$ cat config.mk
export PLATFORM = sky130hd
export DESIGN_NAME = mii_frame_generator
export DESIGN_NICKNAME = d
export VERILOG_FILES = /design/src/rtl/mii_frame_generator.sv
export SDC_FILE = /design/constraint.sdc
export NUM_CORES = 1
export LEC_CHECK = 0
export ABC_CLOCK_PERIOD_IN_PS = 4200
export CORE_MARGIN = 2
export CORE_UTILIZATION = 51
export DETAILED_ROUTE_END_ITERATION = 8
export HOLD_SLACK_MARGIN = 0.08
export PLACE_DENSITY = 0.76
export SLEW_MARGIN = 30
export SYNTH_ARGS = -nofsm -noshare
export SYNTH_HDL_FRONTEND = slang
export SYNTH_SLANG_ARGS = --single-unit
$ cat constraint.sdc
create_clock -name clk -period 4.2 [get_ports clk]
set_input_delay 0.42 -clock clk [delete_from_list [all_inputs] [get_ports clk]]
set_output_delay 0.42 -clock clk [all_outputs]
set_load 0.02 [all_outputs]
$ cat src/rtl/mii_frame_generator.sv
// MII frame generator for PCS/encoder bring-up benches.
// Emits repeating frames on a TX MII bus: idle beats, a start/preamble beat,
// a configurable number of payload beats, then a terminate beat. Control is
// per byte lane (lane 0 = bits [7:0]).
//
// Ports:
//   clk            clock
//   i_rst          synchronous active-high reset
//   i_enable       1 = generate frames; 0 = finish the current frame, then idle
//   i_idle_len     idle beats before each frame (0 acts as 1)
//   i_data_len     payload beats per frame (0 acts as 1)
//   i_mode         0 incrementing byte, 1 fixed pattern, 2 LFSR, 3 same as 0
//   i_pattern      byte replicated on every lane in mode 1
//   i_max_frames   0 = unlimited, else stop after this many frames
//   o_tx_data      MII data
//   o_tx_ctrl      per-lane control flag, 1 = control character
//   o_frame_count  frames completed, saturating
//   o_done         sticky, set when the frame limit is reached
module mii_frame_generator #(
  parameter int unsigned DATA_WIDTH = 64,
  parameter int unsigned LEN_WIDTH  = 16,
  parameter int unsigned CNT_WIDTH  = 32
) (
  input  logic                    clk,
  input  logic                    i_rst,
  input  logic                    i_enable,
  input  logic [LEN_WIDTH-1:0]    i_idle_len,
  input  logic [LEN_WIDTH-1:0]    i_data_len,
  input  logic [1:0]              i_mode,
  input  logic [7:0]              i_pattern,
  input  logic [CNT_WIDTH-1:0]    i_max_frames,
  output logic [DATA_WIDTH-1:0]   o_tx_data,
  output logic [DATA_WIDTH/8-1:0] o_tx_ctrl,
  output logic [CNT_WIDTH-1:0]    o_frame_count,
  output logic                    o_done
);

  localparam int unsigned Lanes  = DATA_WIDTH / 8;
  localparam int unsigned Slices = DATA_WIDTH / 32;

  localparam logic [DATA_WIDTH-1:0] IdleData  = {Lanes{8'h07}};
  localparam logic [DATA_WIDTH-1:0] StartData = {8'hD5, {(Lanes - 2){8'h55}}, 8'hFB};
  localparam logic [DATA_WIDTH-1:0] TermData  = {{(Lanes - 1){8'h07}}, 8'hFD};
  localparam logic [Lanes-1:0]      CtrlAll   = {Lanes{1'b1}};
  localparam logic [Lanes-1:0]      CtrlStart = {{(Lanes - 1){1'b0}}, 1'b1};

  localparam logic [LEN_WIDTH-1:0] LenOne  = LEN_WIDTH'(1);
  localparam logic [CNT_WIDTH-1:0] CntOne  = CNT_WIDTH'(1);
  localparam logic [CNT_WIDTH-1:0] CntMax  = {CNT_WIDTH{1'b1}};
  localparam logic [7:0]           ByteInc = 8'(Lanes);

  typedef enum logic [1:0] {
    StIdle,
    StStart,
    StData,
    StTerm
  } state_e;

  state_e                  state_q, state_d;
  logic [LEN_WIDTH-1:0]    idle_cnt_q, idle_cnt_d;
  logic [LEN_WIDTH-1:0]    data_cnt_q, data_cnt_d;
  logic [7:0]              byte_cnt_q, byte_cnt_d;
  logic [31:0]             lfsr_q, lfsr_d;
  logic [CNT_WIDTH-1:0]    frame_cnt_q, frame_cnt_d;
  logic                    done_q, done_d;
  logic [DATA_WIDTH-1:0]   tx_data_q, tx_data_d;
  logic [Lanes-1:0]        tx_ctrl_q, tx_ctrl_d;

  // Configuration held for one idle gap plus the frame that follows it.
  // Lengths are stored already clamped to a minimum of 1.
  logic [LEN_WIDTH-1:0]    idle_len_q, data_len_q;
  logic [1:0]              mode_q;
  logic [7:0]              pattern_q;
  logic [LEN_WIDTH-1:0]    idle_len_in, data_len_in;

  logic                    idle_reached, data_reached;

  assign idle_len_in = (i_idle_len == '0) ? LenOne : i_idle_len;
  assign data_len_in = (i_data_len == '0) ? LenOne : i_data_len;

  // Counters never exceed len-1, so the +1 cannot overflow.
  assign idle_reached = (idle_cnt_q + LenOne) >= idle_len_q;
  assign data_reached = (data_cnt_q + LenOne) >= data_len_q;

  // Next-state logic
  always_comb begin
    state_d     = state_q;
    idle_cnt_d  = idle_cnt_q;
    data_cnt_d  = data_cnt_q;
    byte_cnt_d  = byte_cnt_q;
    lfsr_d      = lfsr_q;
    frame_cnt_d = frame_cnt_q;
    done_d      = done_q;
    unique case (state_q)
      StIdle: begin
        if (idle_reached) begin
          // Count stays saturated while waiting for enable.
          if (i_enable && !done_q) begin
            state_d = StStart;
          end
        end else begin
          idle_cnt_d = idle_cnt_q + LenOne;
        end
      end
      StStart: begin
        state_d    = StData;
        data_cnt_d = '0;
        byte_cnt_d = '0;
      end
      StData: begin
        byte_cnt_d = byte_cnt_q + ByteInc;
        // x^32 + x^22 + x^2 + x + 1, shifting towards the MSB
        lfsr_d     = {lfsr_q[30:0], lfsr_q[31] ^ lfsr_q[21] ^ lfsr_q[1] ^ lfsr_q[0]};
        if (data_reached) begin
          state_d = StTerm;
        end else begin
          data_cnt_d = data_cnt_q + LenOne;
        end
      end
      StTerm: begin
        state_d     = StIdle;
        idle_cnt_d  = '0;
        frame_cnt_d = (frame_cnt_q == CntMax) ? frame_cnt_q : frame_cnt_q + CntOne;
        if ((i_max_frames != '0) && (frame_cnt_d == i_max_frames)) begin
          done_d = 1'b1;
        end
      end
      default: state_d = StIdle;
    endcase
  end

  // Beat for the current state, registered into the outputs
  always_comb begin
    tx_data_d = IdleData;
    tx_ctrl_d = CtrlAll;
    unique case (state_q)
      StIdle: begin
      end
      StStart: begin
        tx_data_d = StartData;
        tx_ctrl_d = CtrlStart;
      end
      StData: begin
        tx_ctrl_d = '0;
        unique case (mode_q)
          2'd1: tx_data_d = {Lanes{pattern_q}};
          2'd2: begin
            for (int j = 0; j < int'(Slices); j++) begin
              tx_data_d[32*j +: 32] = lfsr_q;
            end
          end
          default: begin
            for (int k = 0; k < int'(Lanes); k++) begin
              tx_data_d[8*k +: 8] = byte_cnt_q + 8'(k);
            end
          end
        endcase
      end
      StTerm: begin
        tx_data_d = TermData;
      end
      default: begin
      end
    endcase
  end

  always_ff @(posedge clk) begin
    if (i_rst) begin
      state_q     <= StIdle;
      idle_cnt_q  <= '0;
      data_cnt_q  <= '0;
      byte_cnt_q  <= '0;
      lfsr_q      <= 32'hFFFF_FFFF;
      frame_cnt_q <= '0;
      done_q      <= 1'b0;
      tx_data_q   <= IdleData;
      tx_ctrl_q   <= CtrlAll;
      idle_len_q  <= idle_len_in;
      data_len_q  <= data_len_in;
      mode_q      <= i_mode;
      pattern_q   <= i_pattern;
    end else begin
      state_q     <= state_d;
      idle_cnt_q  <= idle_cnt_d;
      data_cnt_q  <= data_cnt_d;
      byte_cnt_q  <= byte_cnt_d;
      lfsr_q      <= lfsr_d;
      frame_cnt_q <= frame_cnt_d;
      done_q      <= done_d;
      tx_data_q   <= tx_data_d;
      tx_ctrl_q   <= tx_ctrl_d;
      // Re-sample configuration on the way back into idle
      if (state_q == StTerm) begin
        idle_len_q <= idle_len_in;
        data_len_q <= data_len_in;
        mode_q     <= i_mode;
        pattern_q  <= i_pattern;
      end
    end
  end

  assign o_tx_data     = tx_data_q;
  assign o_tx_ctrl     = tx_ctrl_q;
  assign o_frame_count = frame_cnt_q;
  assign o_done        = done_q;

endmodule

==> metrics.log <==
INFO  metric detail_route.wirelength = approximately 25,000 µm
INFO  metric yosysSeqAreaShare = a little over two fifths
INFO  metric ir_drop = a little over 300 µV
INFO  metric clk-insertion-delay-late = ~0.44 ns
INFO  metric critical_path.max_fanout = 8
INFO  metric chipWidth = between 100 and 150 µm
INFO  metric status = completed
INFO  metric rsz0062_at_grt = false
INFO  metric dr.pass1.iters = 5
INFO  metric synth_cell_type_count = 72
INFO  metric design.die.area = 21,000 µm²
INFO  metric totalNegativeSetupSlack = 0 ns
INFO  metric synth_net_count = 1,233
INFO  metric wl_per_cell = ~17 µm
INFO  metric timing.max_slew.rel_slack = about two fifths
INFO  metric kind_of_path_behind_the_tightest_hold_check = input port to register
INFO  metric synth_top_area_cell = dfxtp_1
INFO  metric drc = 0
INFO  metric seq_power_share = 50.7%
INFO  metric postSynthAreaPerCell = ~9.1 µm²
INFO  metric holdBufCountCts = 0
INFO  metric worst-slew-pin-transition = 0.896 ns
INFO  metric globalRoute.totalOverflow = 0
INFO  metric finalMaxSlewViolations = 0
INFO  metric grt_use_total = approximately a quarter
INFO  metric reg2reg_depth = 11
INFO  metric min-delay-start = i_rst
INFO  metric clockRootBuffer = clkbuf_16
INFO  metric vias_per_cell = 5.60
INFO  metric crit_path_start = data_cnt_q[2]
INFO  metric cp_data_required_time = 4.58 ns
INFO  metric power.share.clock = a little over two fifths
INFO  metric rows = 51
INFO  metric endpoint_kind = register
INFO  metric min_period_over_period = 90.2%
INFO  metric yosys_register_bits = 198
INFO  metric detail-route-antenna-nets = 0
INFO  metric timing.rr.start = data_cnt_q[2]
INFO  metric tritoncts = done
INFO  metric fin_nets = about 1,300
INFO  metric gp_congestion = roughly 0.93
INFO  metric route.vias.total = 8,389
INFO  metric finalSetupViolCount = 0
INFO  metric crit_path_start_kind = register
INFO  metric synth_edf_count = 42
INFO  metric ys_top_cells_by_area = dfxtp_1 (31%), edfxtp_1 (12%), ha_1 (5.4%)
INFO  metric antenna_found_initial = 2
INFO  metric max_freq = ~0.26 GHz
INFO  metric floorplan.die.height = approximately 140 µm
INFO  metric coreArea = 19,500 µm²
INFO  metric yosysWarningCount = 0
INFO  metric worst-endpoint-arrival = 4.17 ns
INFO  metric clkTransAtPathRegs = 0.07 ns
INFO  metric internal_power = roughly 3 mW
INFO  metric floorplan.initialDensity = 51.9%
INFO  metric netlist_instances = roughly 1,100
INFO  metric port_bufs = 181
INFO  metric power_switching = 939 µW
INFO  metric asyncSetResetFlopFracSynth = 0%
INFO  metric post_route_cells_drive_above_1_share = under 10%
INFO  metric dp_hpwl = around 18,000 µm
INFO  metric cap_viol_max_count = 0
INFO  metric share_comb_of_total_power = 6.7%
INFO  metric maximum_number_of_pins_on_one_net_before_global_route_repair = 64
INFO  metric p_per_area = roughly 310 nW/µm²
INFO  metric cts-resized-gates = 0
INFO  metric drt-initial-drc-count = 622
INFO  metric grt_pass1_vias = 8,117
INFO  metric pin_count = 182
INFO  metric htree_levels = 4
INFO  metric syn-cell-area = just over 10,000 µm²
INFO  metric min_path_cells = 2
INFO  metric min_period = 3.79 ns
INFO  metric cts.path.max_buffers = 2
INFO  metric timing.clock.skew = about 0.012 ns
INFO  metric hold_violations = 0
INFO  metric synth_ff_type = dfxtp_1
INFO  metric cts.sinks = 198
INFO  metric power = 3.92 mW
INFO  metric cts_setup_buffers = 0
INFO  metric syn_to_final_growth = 23.1%
INFO  metric switching_share = between 20% and 30%
INFO  metric tritoncts.num_buffers = 17
INFO  metric first_pass_grt_wire_length = 39,800 µm
INFO  metric synth.top_cell.area_share = 30.9%
INFO  metric leakage = ~4.8 nW
INFO  metric timing.setup.critical_path_class = register to register
## logic make-up after synthesis
logic type	synth area share [%]
DFF	43.4
adders and majority gates	5.45
and+or+nand+nor	19.4
muxes	0.322
buffers and inverters	6.71
xor gates and xnor gates	9.01
AOI/OAI and AO/OA	15.8
## metrics by stage
stage / util (%) / cells / cell area, µm² / hold WS [ns] / setup slack, ns
CTS: 63.9 / 1497 / 12400 / 0.435 / 0.0866
global route: 63.9 / 1497 / 12400 / 0.456 / 0.0610
floorplan: - / 1112 / 10100 / 0.445 / 0.634
global placement: 60.8 / 1465 / 11800 / 0.456 / 0.330
detailed placement: 60.8 / 1465 / 11800 / 0.462 / 0.107
finish: 63.9 / 1498 / 12400 / 0.435 / 0.412
## area by class of cell
class                      count  area (µm²)
clock inverter                14         153
fill                        1647        7020
sequential                   198        4380
inverter                      47         176
antenna                        1        2.50
timing repair buffer         192        1890
clock buffer                  18         450
tap                          265         332
multi-input combinational    763        5050
## path summary, 6_finish.rpt
kind	end	slack [ns]
worst min-delay path	o_frame_count[18]	0.44
worst min register to register	data_cnt_q[14]	0.48
worst max-delay path	data_cnt_q[0]	0.41
worst max register to register	data_cnt_q[0]	0.41
## synthesized netlist by cell type, drive strengths merged, types with 2 or more instances
library cell / count
xnor2: 59
nor3b: 2
or2: 5
a31oi: 13
nor4: 19
and2: 35
and3: 18
a2111oi: 2
o2111ai: 3
o21a: 2
nand2b: 14
buf: 34
a211oi: 2
a22oi: 2
nand3: 53
nor2b: 6
or3: 14
clkbuf: 70
a21o: 21
xor2: 45
nand4: 26
nor2: 69
o211ai: 4
a221o: 5
nor3: 12
nand2: 81
o22ai: 2
ha: 44
o21bai: 4
or4: 3
o21ai: 36
a41o: 2
mux2: 2
inv: 46
a21boi: 3
o32ai: 2
a211o: 33
a22o: 10
dfxtp: 156
and4: 9
edfxtp: 42
a21oi: 87
## critical path: stages, from the launching register on
cell	delay [ns]
dfxtp_1	0.38
and3_1	0.21
nand3_1	0.17
or3_1	0.48
or3_1	0.38
xnor2_1	0.16
ha_1	0.30
nand4_1	0.13
nor4_1	0.55
a21oi_1	0.20
nor3b_2	0.52
mux2_2	0.26
## sequential cells by signal (all words and copies together), names as in the netlist
signal,count
o_tx_data,50
lfsr_q,32
o_frame_count,32
data_cnt_q,16
data_len_q,16
idle_cnt_q,16
idle_len_q,16
pattern_q,8
byte_cnt_q,5
mode_q,2
o_tx_ctrl,2
state_q,2
o_done,1
## power by group through the flow
| stage | clock, mW | sequential, mW | combinational [mW] |
|---|---|---|---|
| after global placement | 0 | 2.03 | 0.255 |
| after floorplan | 0 | 2.03 | 0.143 |
| after global routing | 1.76 | 1.99 | 0.289 |
| after CTS | 1.69 | 1.99 | 0.261 |
| final | 1.67 | 1.99 | 0.262 |
| after detailed placement | 0 | 2.03 | 0.259 |
## metal layers
layer	GRT usage, %	vias to the layer above	share of wire, %
li1	-	4111	-
met1	30.8	3938	44
met2	40.5	298	48
met3	4.90	40	6.2
met4	8.33	2	1.6
met5	0	-	0.052
## placed cells by master, fill, tap and decap left out, drive strengths merged, types with 26 or more instances in the layout
master           n
and2            35
edfxtp          42
o21ai           36
nand4           26
xnor2           59
dfxtp          156
ha              44
a211o           33
clkdlybuf4s50  180
nand2           81
nand3           53
nor2            69
inv             55
a21oi           87
xor2            45
Power figures use the tool's default switching activity.
